<file path="config.mk">
export PLATFORM = sky130hd
export DESIGN_NAME = wb_master_bridge
export DESIGN_NICKNAME = d
export VERILOG_FILES = /design/src/rtl/wb_pkg.sv /design/src/rtl/wb_timeout_counter.sv /design/src/rtl/wb_master_bridge.sv
export SDC_FILE = /design/constraint.sdc
export NUM_CORES = 1
export LEC_CHECK = 0
export CAP_MARGIN = 25
export CORE_MARGIN = 2
export CORE_UTILIZATION = 50
export CTS_BUF_LIST = sky130_fd_sc_hd__clkbuf_8 sky130_fd_sc_hd__clkbuf_16
export CTS_CLUSTER_DIAMETER = 50
export DETAILED_ROUTE_END_ITERATION = 8
export DONT_BUFFER_PORTS = 1
export PLACE_DENSITY_LB_ADDON = 0.05
export SYNTH_ARGS = -nofsm -noshare
export SYNTH_HDL_FRONTEND = slang
export SYNTH_SLANG_ARGS = --single-unit
</file>
<file path="constraint.sdc">
create_clock -name clock -period 8 [get_ports clock]
set_clock_uncertainty 0.1 [all_clocks]
set_input_delay 0 -clock clock [delete_from_list [all_inputs] [get_ports clock]]
set_output_delay 0 -clock clock [all_outputs]
set_load 0.05 [all_outputs]
</file>
<file path="src/rtl/wb_pkg.sv">
// Shared Wishbone bridge types: FSM states, request/response records, width constants.
package wb_pkg;

  localparam int unsigned WB_ADR_WIDTH = 32;
  localparam int unsigned WB_DAT_WIDTH = 32;
  localparam int unsigned WB_SEL_WIDTH = WB_DAT_WIDTH / 8;

  typedef enum logic [1:0] {
    IDLE,
    BUS,
    RESP
  } wb_bridge_state_t;

  typedef struct packed {
    logic                    we;
    logic [WB_ADR_WIDTH-1:0] adr;
    logic [WB_DAT_WIDTH-1:0] dat;
    logic [WB_SEL_WIDTH-1:0] sel;
  } wb_req_t;

  typedef struct packed {
    logic [WB_DAT_WIDTH-1:0] dat;
    logic                    err;
  } wb_resp_t;

  // A zero limit still needs a 1-bit register to stay legal.
  function automatic int unsigned cnt_width(input int unsigned limit);
    return (limit > 0) ? $clog2(limit + 1) : 1;
  endfunction

endpackage

</file>
<file path="src/rtl/wb_timeout_counter.sv">
// Saturating cycle counter with clear/enable; expired flags the limit-th enabled cycle.
module wb_timeout_counter
  import wb_pkg::*;
#(
  parameter int unsigned limit = 255
) (
  input  logic clock,
  input  logic reset,
  input  logic clear,
  input  logic enable,
  output logic expired
);

  localparam int unsigned CW = cnt_width(limit);
  localparam logic [CW-1:0] LIM    = CW'(limit);
  localparam logic [CW-1:0] LIM_M1 = CW'(limit - 1);

  logic [CW-1:0] count;

  always_ff @(posedge clock or posedge reset) begin
    if (reset) begin
      count <= '0;
    end else if (clear) begin
      count <= '0;
    end else if (enable && (count != LIM)) begin
      count <= count + CW'(1);
    end
  end

  // Fires during the cycle whose closing edge brings the count to the limit.
  always_comb begin
    expired = 1'b0;
    if ((limit != 0) && enable && (count >= LIM_M1)) begin
      expired = 1'b1;
    end
  end

endmodule

</file>
<file path="src/rtl/wb_master_bridge.sv">
// Ready/valid core channel to single-outstanding Wishbone classic master with bus timeout.
module wb_master_bridge
  import wb_pkg::*;
#(
  parameter int unsigned adr_width      = WB_ADR_WIDTH,
  parameter int unsigned dat_width      = WB_DAT_WIDTH,
  parameter int unsigned sel_width      = dat_width / 8,
  parameter int unsigned timeout_cycles = 255
) (
  input  logic                 clock,
  input  logic                 reset,
  input  logic                 req_valid,
  output logic                 req_ready,
  input  logic                 req_we,
  input  logic [adr_width-1:0] req_adr,
  input  logic [dat_width-1:0] req_dat,
  input  logic [sel_width-1:0] req_sel,
  output logic                 resp_valid,
  input  logic                 resp_ready,
  output logic [dat_width-1:0] resp_dat,
  output logic                 resp_err,
  output logic                 wb_cyc,
  output logic                 wb_stb,
  output logic                 wb_we,
  output logic [adr_width-1:0] wb_adr,
  output logic [dat_width-1:0] wb_datwr,
  output logic [sel_width-1:0] wb_sel,
  input  logic [dat_width-1:0] wb_datrd,
  input  logic                 wb_ack
);

  wb_bridge_state_t state, state_next;
  logic accept, done_ack, done_to, resp_take, expired;

  wb_timeout_counter #(
    .limit(timeout_cycles)
  ) u_timeout (
    .clock  (clock),
    .reset  (reset),
    .clear  (state != BUS),
    .enable (state == BUS),
    .expired(expired)
  );

  always_ff @(posedge clock or posedge reset) begin
    if (reset) begin
      state <= IDLE;
    end else begin
      state <= state_next;
    end
  end

  always_comb begin
    state_next = state;
    accept     = 1'b0;
    done_ack   = 1'b0;
    done_to    = 1'b0;
    resp_take  = 1'b0;
    unique case (state)
      IDLE: begin
        if (req_valid) begin
          accept     = 1'b1;
          state_next = BUS;
        end
      end
      BUS: begin
        // Ack is checked first so it wins over a coincident timeout.
        if (wb_ack) begin
          done_ack   = 1'b1;
          state_next = RESP;
        end else if (expired) begin
          done_to    = 1'b1;
          state_next = RESP;
        end
      end
      RESP: begin
        if (resp_ready) begin
          resp_take  = 1'b1;
          state_next = IDLE;
        end
      end
      default: state_next = IDLE;
    endcase
  end

  assign req_ready  = (state == IDLE);
  assign resp_valid = (state == RESP);

  always_ff @(posedge clock or posedge reset) begin
    if (reset) begin
      wb_cyc   <= 1'b0;
      wb_stb   <= 1'b0;
      wb_we    <= 1'b0;
      wb_adr   <= '0;
      wb_datwr <= '0;
      wb_sel   <= '0;
      resp_dat <= '0;
      resp_err <= 1'b0;
    end else if (accept) begin
      wb_cyc   <= 1'b1;
      wb_stb   <= 1'b1;
      wb_we    <= req_we;
      wb_adr   <= req_adr;
      wb_datwr <= req_we ? req_dat : '0;
      wb_sel   <= req_we ? req_sel : '1;
    end else if (done_ack || done_to) begin
      wb_cyc   <= 1'b0;
      wb_stb   <= 1'b0;
      wb_we    <= 1'b0;
      wb_adr   <= '0;
      wb_datwr <= '0;
      wb_sel   <= '0;
      resp_dat <= (done_ack && !wb_we) ? wb_datrd : '0;
      resp_err <= done_to;
    end else if (resp_take) begin
      resp_dat <= '0;
      resp_err <= 1'b0;
    end
  end

endmodule

</file>
==> results by group, run 1 <==
Logic synthesis
  – Top cell type's share of synthesized area: 64.61%
  – Most used flip-flop cell after synthesis: dfrtp_1
  – Synth Cell Area: 4377 um2
  – Async set-reset flop share out of synthesis: 100.0%
  – EDFF count, synth: 0
  – YS warnings: 0
  – Unique masters post-synth: 38
  – Syn nets: 476
  – Ranking of synthesized cells by area: dfrtp_1, a22o_1, nand2_1
  – Avg Inst Size Synth: 11.89 um2
  – Synth area leader: dfrtp_1
  – Seq/Total Area, Yosys: 64.61%
  – Gate Count Post-Synth: 368
  – Seq cells post-synth: 113

Clock tree
  – TritonCTS Buffers: 17
  – # H-tree levels: 4
  – CTS Hold Bufs: 101
  – Clock buffer depth: 2
  – PostCTS Resize Cnt: 0
  – Clk Tree Root Cell: clkbuf_8
  – Clock sink count: 113
  – Number of post-CTS setup repair buffers: 0

Run status
  – Outcome: did not finish
  – Failing step: clock tree synthesis
  – Err: [ERROR RSZ-0060] Max buffer count reached.

Floorplan
  – IO Count: 212
  – Die extent in y: 97.56 um
  – Die X: 97.56 um
  – Cell row count: 34
  – Initial Util: 50.93%

Place
  – PortBufs: 0
  – RePlAce Congestion: 0.7553
  – DP Wirelength: 6731 um
cells by family after synthesis:
kind of cell / Yosys count / share of synthesized area (%)
fa+ha+maj: 2 / 0.5717
simple gates: 101 / 10.32
flops: 113 / 64.61
xor+xnor: 2 / 0.4003
compound gates: 119 / 20.33
buf+inv: 31 / 3.773
per-stage QoR:
stage	instance area, um2	setup slack [ns]	utilization, %	cells	hold slack, ns
2_1_floorplan	4377	4.913	-	368	-0.01090
3_3_place_gp	4408	5.225	51.30	454	-0.1569
3_5_place_dp	4451	5.637	51.79	456	-0.1550
cells in the mapped netlist (3+ instances only):
master and instances:
a22o_1 64, a31oi_1 5, buf_2 9, buf_4 5, clkbuf_1 8, clkbuf_2 3, dfrtp_1 113, inv_1 4
nand2_1 66, nand3_1 3, nand3b_1 4, nor2_1 12, nor3_1 3, o21ai_0 36, o21ai_1 3
==> run 2: changes to the inputs <==
Settings changed: CORE_UTILIZATION 50 to 35, CTS_BUF_LIST sky130_fd_sc_hd__clkbuf_8 sky130_fd_sc_hd__clkbuf_16 to unset, CTS_CLUSTER_DIAMETER 50 to unset, PLACE_DENSITY_LB_ADDON 0.05 to 0.15.
==> run 2 against run 1 <==
The run now ends clean. Synthesized cell count did not move. Synthesized area did not move.
==> results by group, run 2 <==
Logic synthesis
  – Seq cells post-synth: 113 (unchanged)
  – YS warnings: 0 (unchanged)
  – Seq/Total Area, Yosys: 64.61% (unchanged)
  – Syn nets: 476 (unchanged)
  – Synth cell count leaders: dfrtp_1, nand2_1, a22o_1
  – Gate Count Post-Synth: 368 (unchanged)
  – Avg Inst Size Synth: 11.89 um2 (unchanged)
  – Count leader, synth: dfrtp_1
  – Top cell type's share of synthesized area: 64.61% (unchanged)
  – Most used flip-flop cell after synthesis: dfrtp_1
  – Synth area leader: dfrtp_1
  – Synth Cell Area: 4377 um2 (unchanged)
  – Unique masters post-synth: 38 (unchanged)
  – Async set-reset flop share out of synthesis: 100.0% (unchanged)
  – Ranking of synthesized cells by area: dfrtp_1, a22o_1, nand2_1
  – EDFF count, synth: 0 (unchanged)

Floorplan
  – Die area: 13420 um2
  – Cell row count: 40 (+18%)
  – Initial Util: 36.14% (-15 points)
  – IO Count: 212 (unchanged)
  – Die X: 115.8 um (+19%)
  – CORE AREA: 12110 um2
  – Die extent in y: 115.8 um (+19%)

Worst setup path
  – R2R Setup Slk: 5.49 ns
  – R2r worst-path depth: 5
  – Crit path required time: 8.17 ns
  – CP Capture Type: register
  – Reg2reg start: state[0]$_DFFE_PP0P_
  – Crit Path Max Fanout: 24
  – RR Endpoint: wb_adr[18]$_DFFE_PP0P_
  – Setup CP Type: register to register
  – Arr. time, crit path: 2.68 ns
  – Critical Path Source Type: register

Layout
  – Commonest non-fill, non-tap cell in the layout: dfrtp_1
  – Ant diodes: 0
  – Most frequent cells in the layout: dfrtp_1, dlygate4sd3_1, nand2_1
  – Nets: 584
  – Area Overhead vs Synth: 41.97%
  – Top flop regs: resp_dat x32, wb_adr x32, wb_datwr x32
  – Fraction of layout cells with a size suffix above 1: 9.240%
  – Fill cells: 1024

Pwr
  – Comb pwr share: 17.0%
  – PD cells: 499.7 nW/um2
  – Clk pwr share: 24.3%
  – LEAKAGE: 2.840 nW
  – Cell-internal power: 1.540 mW
  – Worst VDD drop: 0.2071 mV
  – Switching share of total power: 50.41%
  – Seq pwr share: 58.8%
  – Switch Pwr: 1.565 mW
  – Pwr Total: 3.105 mW

GRT
  – Initial antenna violation count: 0
  – First-pass GRT wire length: 18210 um
  – Vias in the first global route: 3444
  – Remaining global-route overflow: 0
  – Total Routing Usage GR: 18.12%
  – Largest net degree at the start of global routing: 80

Place
  – DP Wirelength: 6981 um (+3.7%)
  – PortBufs: 0 (unchanged)
  – RePlAce Congestion: 0.7072 (-6.4%)

Clock tree
  – Clock buffer depth: 2 (unchanged)
  – Number of post-CTS setup repair buffers: 0 (unchanged)
  – PostCTS Resize Cnt: 0 (unchanged)
  – CTS Hold Bufs: 107 (+5.9%)
  – TritonCTS clock tree: yes
  – Clock sink count: 113 (unchanged)
  – Clk_lat worst skew: 0.40 ns
  – # H-tree levels: 4 (unchanged)
  – Clk slew on worst S/H paths: 0.05 ns
  – Clk Tree Root Cell: clkbuf_16
  – TritonCTS Buffers: 17 (unchanged)

Run
  – Max-cap viol count: 0

STA
  – Unrepaired setup endpoints after global routing: false
  – F_max: 0.3980 GHz
  – Period Utilization, post-route: 31.40%
  – Max-slew violation count: 0
  – Setup TNS: 0 ns
  – Slew of the pin with the lowest slew margin: 1.003 ns
  – Crit path time final: 2.512 ns
  – Slew margin rel.: 32.91%
  – Final setup viols: 0
  – Final hold violation count: 0

Hold path
  – Worst hold path class: input port to register
  – Hold path depth: 3
  – Min-Delay Endpoint: wb_adr[25]$_DFFE_PP0P_
  – Critical hold path startpoint: req_valid

Detailed routing
  – Pre-Repair DR Iteration Count: 4
  – Vias: 3414
  – Drt wl/cell: 18.83 um
  – Final wirelength: 12330 um
  – DRC: 0
  – Routed Antenna Nets: 0
  – Vias per cell: 5.212
  – 1st-iter DRT viols: 145

Run status
  – Outcome: finished, final reports clean
run 2: cells by family (layout without fill, tap and decap cells):
| group | after synthesis | in the layout | synth area share [%] |
|---|---|---|---|
| AOI/OAI and AO/OA | 119 | 119 | 20.33 |
| xor gates and xnor gates | 2 | 2 | 0.4003 |
| adders and majority gates | 2 | 2 | 0.5717 |
| buffers and inverters | 31 | 150 | 3.773 |
| DFF | 113 | 113 | 64.61 |
| and+or+nand+nor | 101 | 101 | 10.32 |
run 2: layout make-up:
class | instances | area (um2) | share of cell area, %
Sequential cell | 113 | 2828 | 45.51
Multi-Input combinational cell | 224 | 1390 | 22.37
Timing Repair Buffer | 116 | 1181 | 19.01
Clock buffer | 24 | 481.7 | 7.753
Tap cell | 168 | 210.2 | 3.383
Clock inverter | 6 | 105.1 | 1.692
Inverter | 4 | 17.52 | 0.2819
run 2: worst max-delay path by stage:
stage / start / endpoint / slack [ns] / depth (start not counted)
2_1_floorplan: reset / resp_dat[0]$_DFFE_PP0P_ / 4.91 / 1
3_3_place_gp: state[0]$_DFFE_PP0P_ / wb_we$_DFFE_PP0P_ / 5.16 / 4
3_5_place_dp: state[0]$_DFFE_PP0P_ / wb_adr[4]$_DFFE_PP0P_ / 5.45 / 5
4_1_cts: state[0]$_DFFE_PP0P_ / wb_adr[4]$_DFFE_PP0P_ / 5.46 / 5
5_1_grt: state[0]$_DFFE_PP0P_ / wb_adr[13]$_DFFE_PP0P_ / 5.28 / 5
6_report: state[0]$_DFFE_PP0P_ / wb_adr[18]$_DFFE_PP0P_ / 5.49 / 5
run 2: power by group through the flow:
stage,sequential [mW],clock [mW],combinational [mW]
finish,1.82,0.754,0.527
global route,1.85,0.800,0.584
CTS,1.82,0.770,0.526
detailed placement,1.82,0,0.481
global placement,1.83,0,0.454
floorplan,1.75,0,0.404
run 2: per-stage QoR:
stage	cell area, um2	util (%)	hold WS (ns)	setup WS [ns]	std cells
2_1_floorplan	4377	-	-0.01090	4.913	368
3_3_place_gp	4498	37.14	-0.1909	5.164	516
3_5_place_dp	4526	37.37	-0.1943	5.446	517
4_1_cts	6193	51.14	0.04901	5.457	654
5_1_grt	6213	51.30	0.09635	5.283	655
6_report	6213	51.30	0.04408	5.488	655
run 2: worst max-delay path, cell delays in order (launching register included):
cell     delay [ns]
dfrtp_1        0.43
nor2_1         0.80
nand2_1        0.55
buf_16         0.32
nand2_1        0.07
o21ai_0        0.09
run 2: routing by layer:
metal / part of all wire (%) / routed length, um / global-route usage, % / vias up
met5: 0 / 0 / 0 / -
met4: 2.2 / 277 / 8.810 / 0
met3: 10 / 1278 / 8.368 / 22
met2: 48 / 5927 / 29.43 / 180
met1: 39 / 4850 / 20.24 / 1678
li1: - / - / - / 1534
Power figures use the tool's default switching activity.
==> run 3: changes to the inputs <==
Settings changed: ABC_AREA set to 1.
Clock period 8 ns to 2.1 ns, I/O delays scaled along.
==> run 3 against run 2 <==
Non-clock buffer count rose by 25. Critical path depth rose by 4. Design area rose by 7.4%. Global-route usage barely moved. Die area rose by 6.8%. Flip-flop and latch count did not move. Combinational power rose to 4.4 times the previous value. Final cell count rose by 28%. Maximum frequency rose by 29%. Worst hold slack improved by 0.074 ns. Largest power group unchanged.
==> results by group, run 3 <==
Layout
  – Top flop regs: resp_dat x32, wb_adr x32, wb_datwr x32
  – Fraction of layout cells with a size suffix above 1: 11.04% (+1.8 points)
  – Fill cells: 1224 (+20%)
  – Most frequent cells in the layout: nand2_1, dlygate4sd3_1, dfrtp_1
  – Area Overhead vs Synth: 42.48%
  – Final std cells w/o fill: 837 (+28%)
  – Nets: 756 (+29%)
  – Ant diodes: 0 (unchanged)
  – Commonest non-fill, non-tap cell in the layout: nand2_1

Logic synthesis
  – Synth cell count leaders: nand2_1, dfrtp_1, nand3_1
  – Synth area leader: dfrtp_1
  – Gate Count Post-Synth: 520 (+41%)
  – Synth Cell Area: 4683 um2 (+7.0%)
  – Async set-reset flop share out of synthesis: 100.0% (unchanged)
  – Unique masters post-synth: 23 (-39%)
  – Avg Inst Size Synth: 9.006 um2 (-24%)
  – YS warnings: 0 (unchanged)
  – EDFF count, synth: 0 (unchanged)
  – Syn nets: 628 (+32%)
  – Seq/Total Area, Yosys: 60.38% (-4.2 points)
  – Top cell type's share of synthesized area: 60.38% (-4.2 points)
  – Seq cells post-synth: 113 (unchanged)
  – Most used flip-flop cell after synthesis: dfrtp_1
  – Count leader, synth: nand2_1
  – Ranking of synthesized cells by area: dfrtp_1, nand2_1, nand3_1

Hold path
  – Worst hold path class: input port to async pin

Detailed routing
  – DRC: 0 (unchanged)
  – DR top layer: met4
  – Met3 WL: 918 um (-28%)
  – Vias: 3981 (+17%)
  – Met1 Wirelength: 5004 um (+3.2%)
  – Routed Antenna Nets: 0 (unchanged)
  – Vias per cell: 4.756 (-8.7%)
  – Drt wl/cell: 15.04 um (-20%)
  – Final wirelength: 12590 um (+2.1%)
  – Pre-Repair DR Iteration Count: 4 (unchanged)
  – WL met2: 6402 um (+8.0%)
  – 1st-iter DRT viols: 173 (+19%)

Worst setup path
  – Worst path max stage delay: 0.57 ns (-0.23 ns)
  – Arr. time, crit path: 2.13 ns (-0.55 ns)
  – Setup CP Type: register to register
  – R2r worst-path depth: 9 (+4)
  – CP Capture Type: register
  – Largest delay share family, worst path: buffers and inverters
  – CP max stage cell: dlygate4sd3_1
  – Crit path required time: 2.28 ns (-5.89 ns)
  – Critical Path Source Type: register
  – Crit Path Max Fanout: 9 (-63%)
  – CP bufs+invs: 2 (+1)
  – Stages on the worst setup path: 9 (+4)
  – Crit-path cells: inv_1 > ha_1 > nor2_1 > nor2_1 > nand2_1 > nand2_1 > nand2_4 > o31ai_1 > dlygate4sd3_1

Floorplan
  – Cell row count: 42 (+5.0%)
  – Die area: 14320 um2 (+6.8%)
  – Die extent in y: 119.7 um (+3.3%)
  – Initial Util: 35.65% (-0.49 points)
  – IO Count: 212 (unchanged)
  – CORE AREA: 13140 um2 (+8.5%)
  – Die X: 119.7 um (+3.3%)

Place
  – RePlAce Congestion: 0.7350 (+3.9%)
  – DP Wirelength: 7948 um (+14%)
  – Dpl ws: 0.3064 ns (-5.140 ns)
  – Dpl cells: 684 (+32%)
  – PortBufs: 0 (unchanged)

STA
  – Slew of the pin with the lowest slew margin: 0.5237 ns (-0.4790 ns)
  – Setup TNS: 0 ns (unchanged)
  – Period Utilization, post-route: 92.90% (+61 points)
  – Final WS setup: 0.1491 ns (-5.339 ns)
  – Max-slew violation count: 0 (unchanged)
  – WHS: 0.1184 ns (+0.07428 ns)
  – Crit path time final: 1.951 ns (-0.5614 ns)
  – Unrepaired setup endpoints after global routing: false
  – Slew margin rel.: 65.09% (+32 points)
  – F_max: 0.5126 GHz (+29%)
  – Final setup viols: 0 (unchanged)
  – Final hold violation count: 0 (unchanged)

Clock tree
  – Clk_lat worst skew: 0.40 ns (about the same)
  – TritonCTS Buffers: 17 (unchanged)
  – TritonCTS clock tree: yes
  – Clock buffer depth: 2 (unchanged)
  – # H-tree levels: 4 (unchanged)
  – PostCTS Resize Cnt: 0 (unchanged)
  – Clock sink count: 113 (unchanged)
  – Clk slew on worst S/H paths: 0.05 ns (about the same)
  – Clk Tree Root Cell: clkbuf_16

GRT
  – Largest net degree at the start of global routing: 83 (+3.8%)
  – Remaining global-route overflow: 0 (unchanged)
  – Total Routing Usage GR: 18.13% (about the same)
  – First-pass GRT wire length: 20380 um (+12%)
  – Initial antenna violation count: 0 (unchanged)
  – Vias in the first global route: 4035 (+17%)

Pwr
  – PD cells: 1757 nW/um2 (+250%)
  – Worst VDD drop: 0.9573 mV (+360%)
  – LEAKAGE: 3.371 nW (+19%)

Run
  – Max-cap viol count: 0 (unchanged)

Run status
  – Outcome: finished, final reports clean
[run 3: changes by cell type after synthesis, moves of 4 or more]
| cell | previous run | this run |
|---|---|---|
| inv_1 | 4 | 14 |
| a22o_1 | 64 | 0 |
| nand3_2 | 0 | 10 |
| buf_6 | 2 | 7 |
| nand3b_1 | 4 | 0 |
| o21ai_0 | 36 | 8 |
| nand2_1 | 66 | 216 |
| nand3_1 | 3 | 97 |
| buf_4 | 5 | 1 |
| buf_1 | 0 | 8 |
[run 3: cell families after synthesis]
| kind of cell | count (synthesis) | synth area share [%] |
|---|---|---|
| and+or+nand+nor | 342 | 31.95 |
| buffers and inverters | 47 | 5.263 |
| AOI/OAI and AO/OA | 16 | 1.870 |
| DFF | 113 | 60.38 |
| adders and majority gates | 2 | 0.5342 |
[run 3: report_power, final]
group / internal, mW / switching (mW) / total [mW]
registers: 3.01 / 3.72 / 6.73
logic: 0.916 / 1.41 / 2.33
clock network: 1.70 / 0.960 / 2.66
[run 3: cell type report]
type	count	area, um2	area share, %
Sequential cell	113	2828	42.38
Multi-Input combinational cell	360	1620	24.28
Timing Repair Buffer	141	1386	20.78
Clock buffer	21	470.5	7.050
Tap cell	176	220.2	3.300
Clock inverter	11	87.58	1.313
Inverter	15	60.06	0.9001
[run 3: routing by layer]
layer,track usage [%],vias up
li1,-,1920
met1,20.64,1898
met2,30.64,143
met3,6.464,20
met4,8.088,0
met5,0,-
[run 3: stage by stage]
stage | cell area [um2] | utilization [%] | power (mW)
after floorplan | 4687 | - | 8.200
after global placement | 4916 | 37.42 | 8.789
after detailed placement | 4916 | 37.42 | 8.873
after CTS | 6635 | 50.50 | 11.79
after global routing | 6673 | 50.79 | 12.36
final | 6673 | 50.79 | 11.72
[run 3: worst paths after layout]
path / startpoint / endpoint / slack (ns)
worst max register to register: u_timeout.count[0]$_DFFE_PP0P_ / state[1]$_DFFE_PP0P_ / 0.15
min in group clock: req_adr[30] / wb_adr[30]$_DFFE_PP0P_ / 0.15
max in group asynchronous: reset / wb_adr[22]$_DFFE_PP0P_ / 1.41
worst max-delay path: u_timeout.count[0]$_DFFE_PP0P_ / state[1]$_DFFE_PP0P_ / 0.15
worst min register to register: wb_stb$_DFFE_PP0P_ / wb_stb$_DFFE_PP0P_ / 0.39
worst min-delay path: reset / wb_datwr[11]$_DFFE_PP0P_ / 0.12
[run 3: worst register-to-register path, delay by kind of cell (launching register included)]
kind                     cells  cell delay [ns]
flip-flops                   1             0.39
adder cells (fa/ha/maj)      1             0.19
AO/OA/AOI/OAI                1             0.08
buffers and inverters        2             0.66
AND/OR/NAND/NOR              5             0.42
[run 3: timing repair]
| item | in CTS | in global routing |
|---|---|---|
| endpoints found under the setup margin | 0 | 1 |
| hold endpoints to repair | 218 | 0 |
| setup buffers | 0 | 5 |
| hold buffers | 116 | 0 |
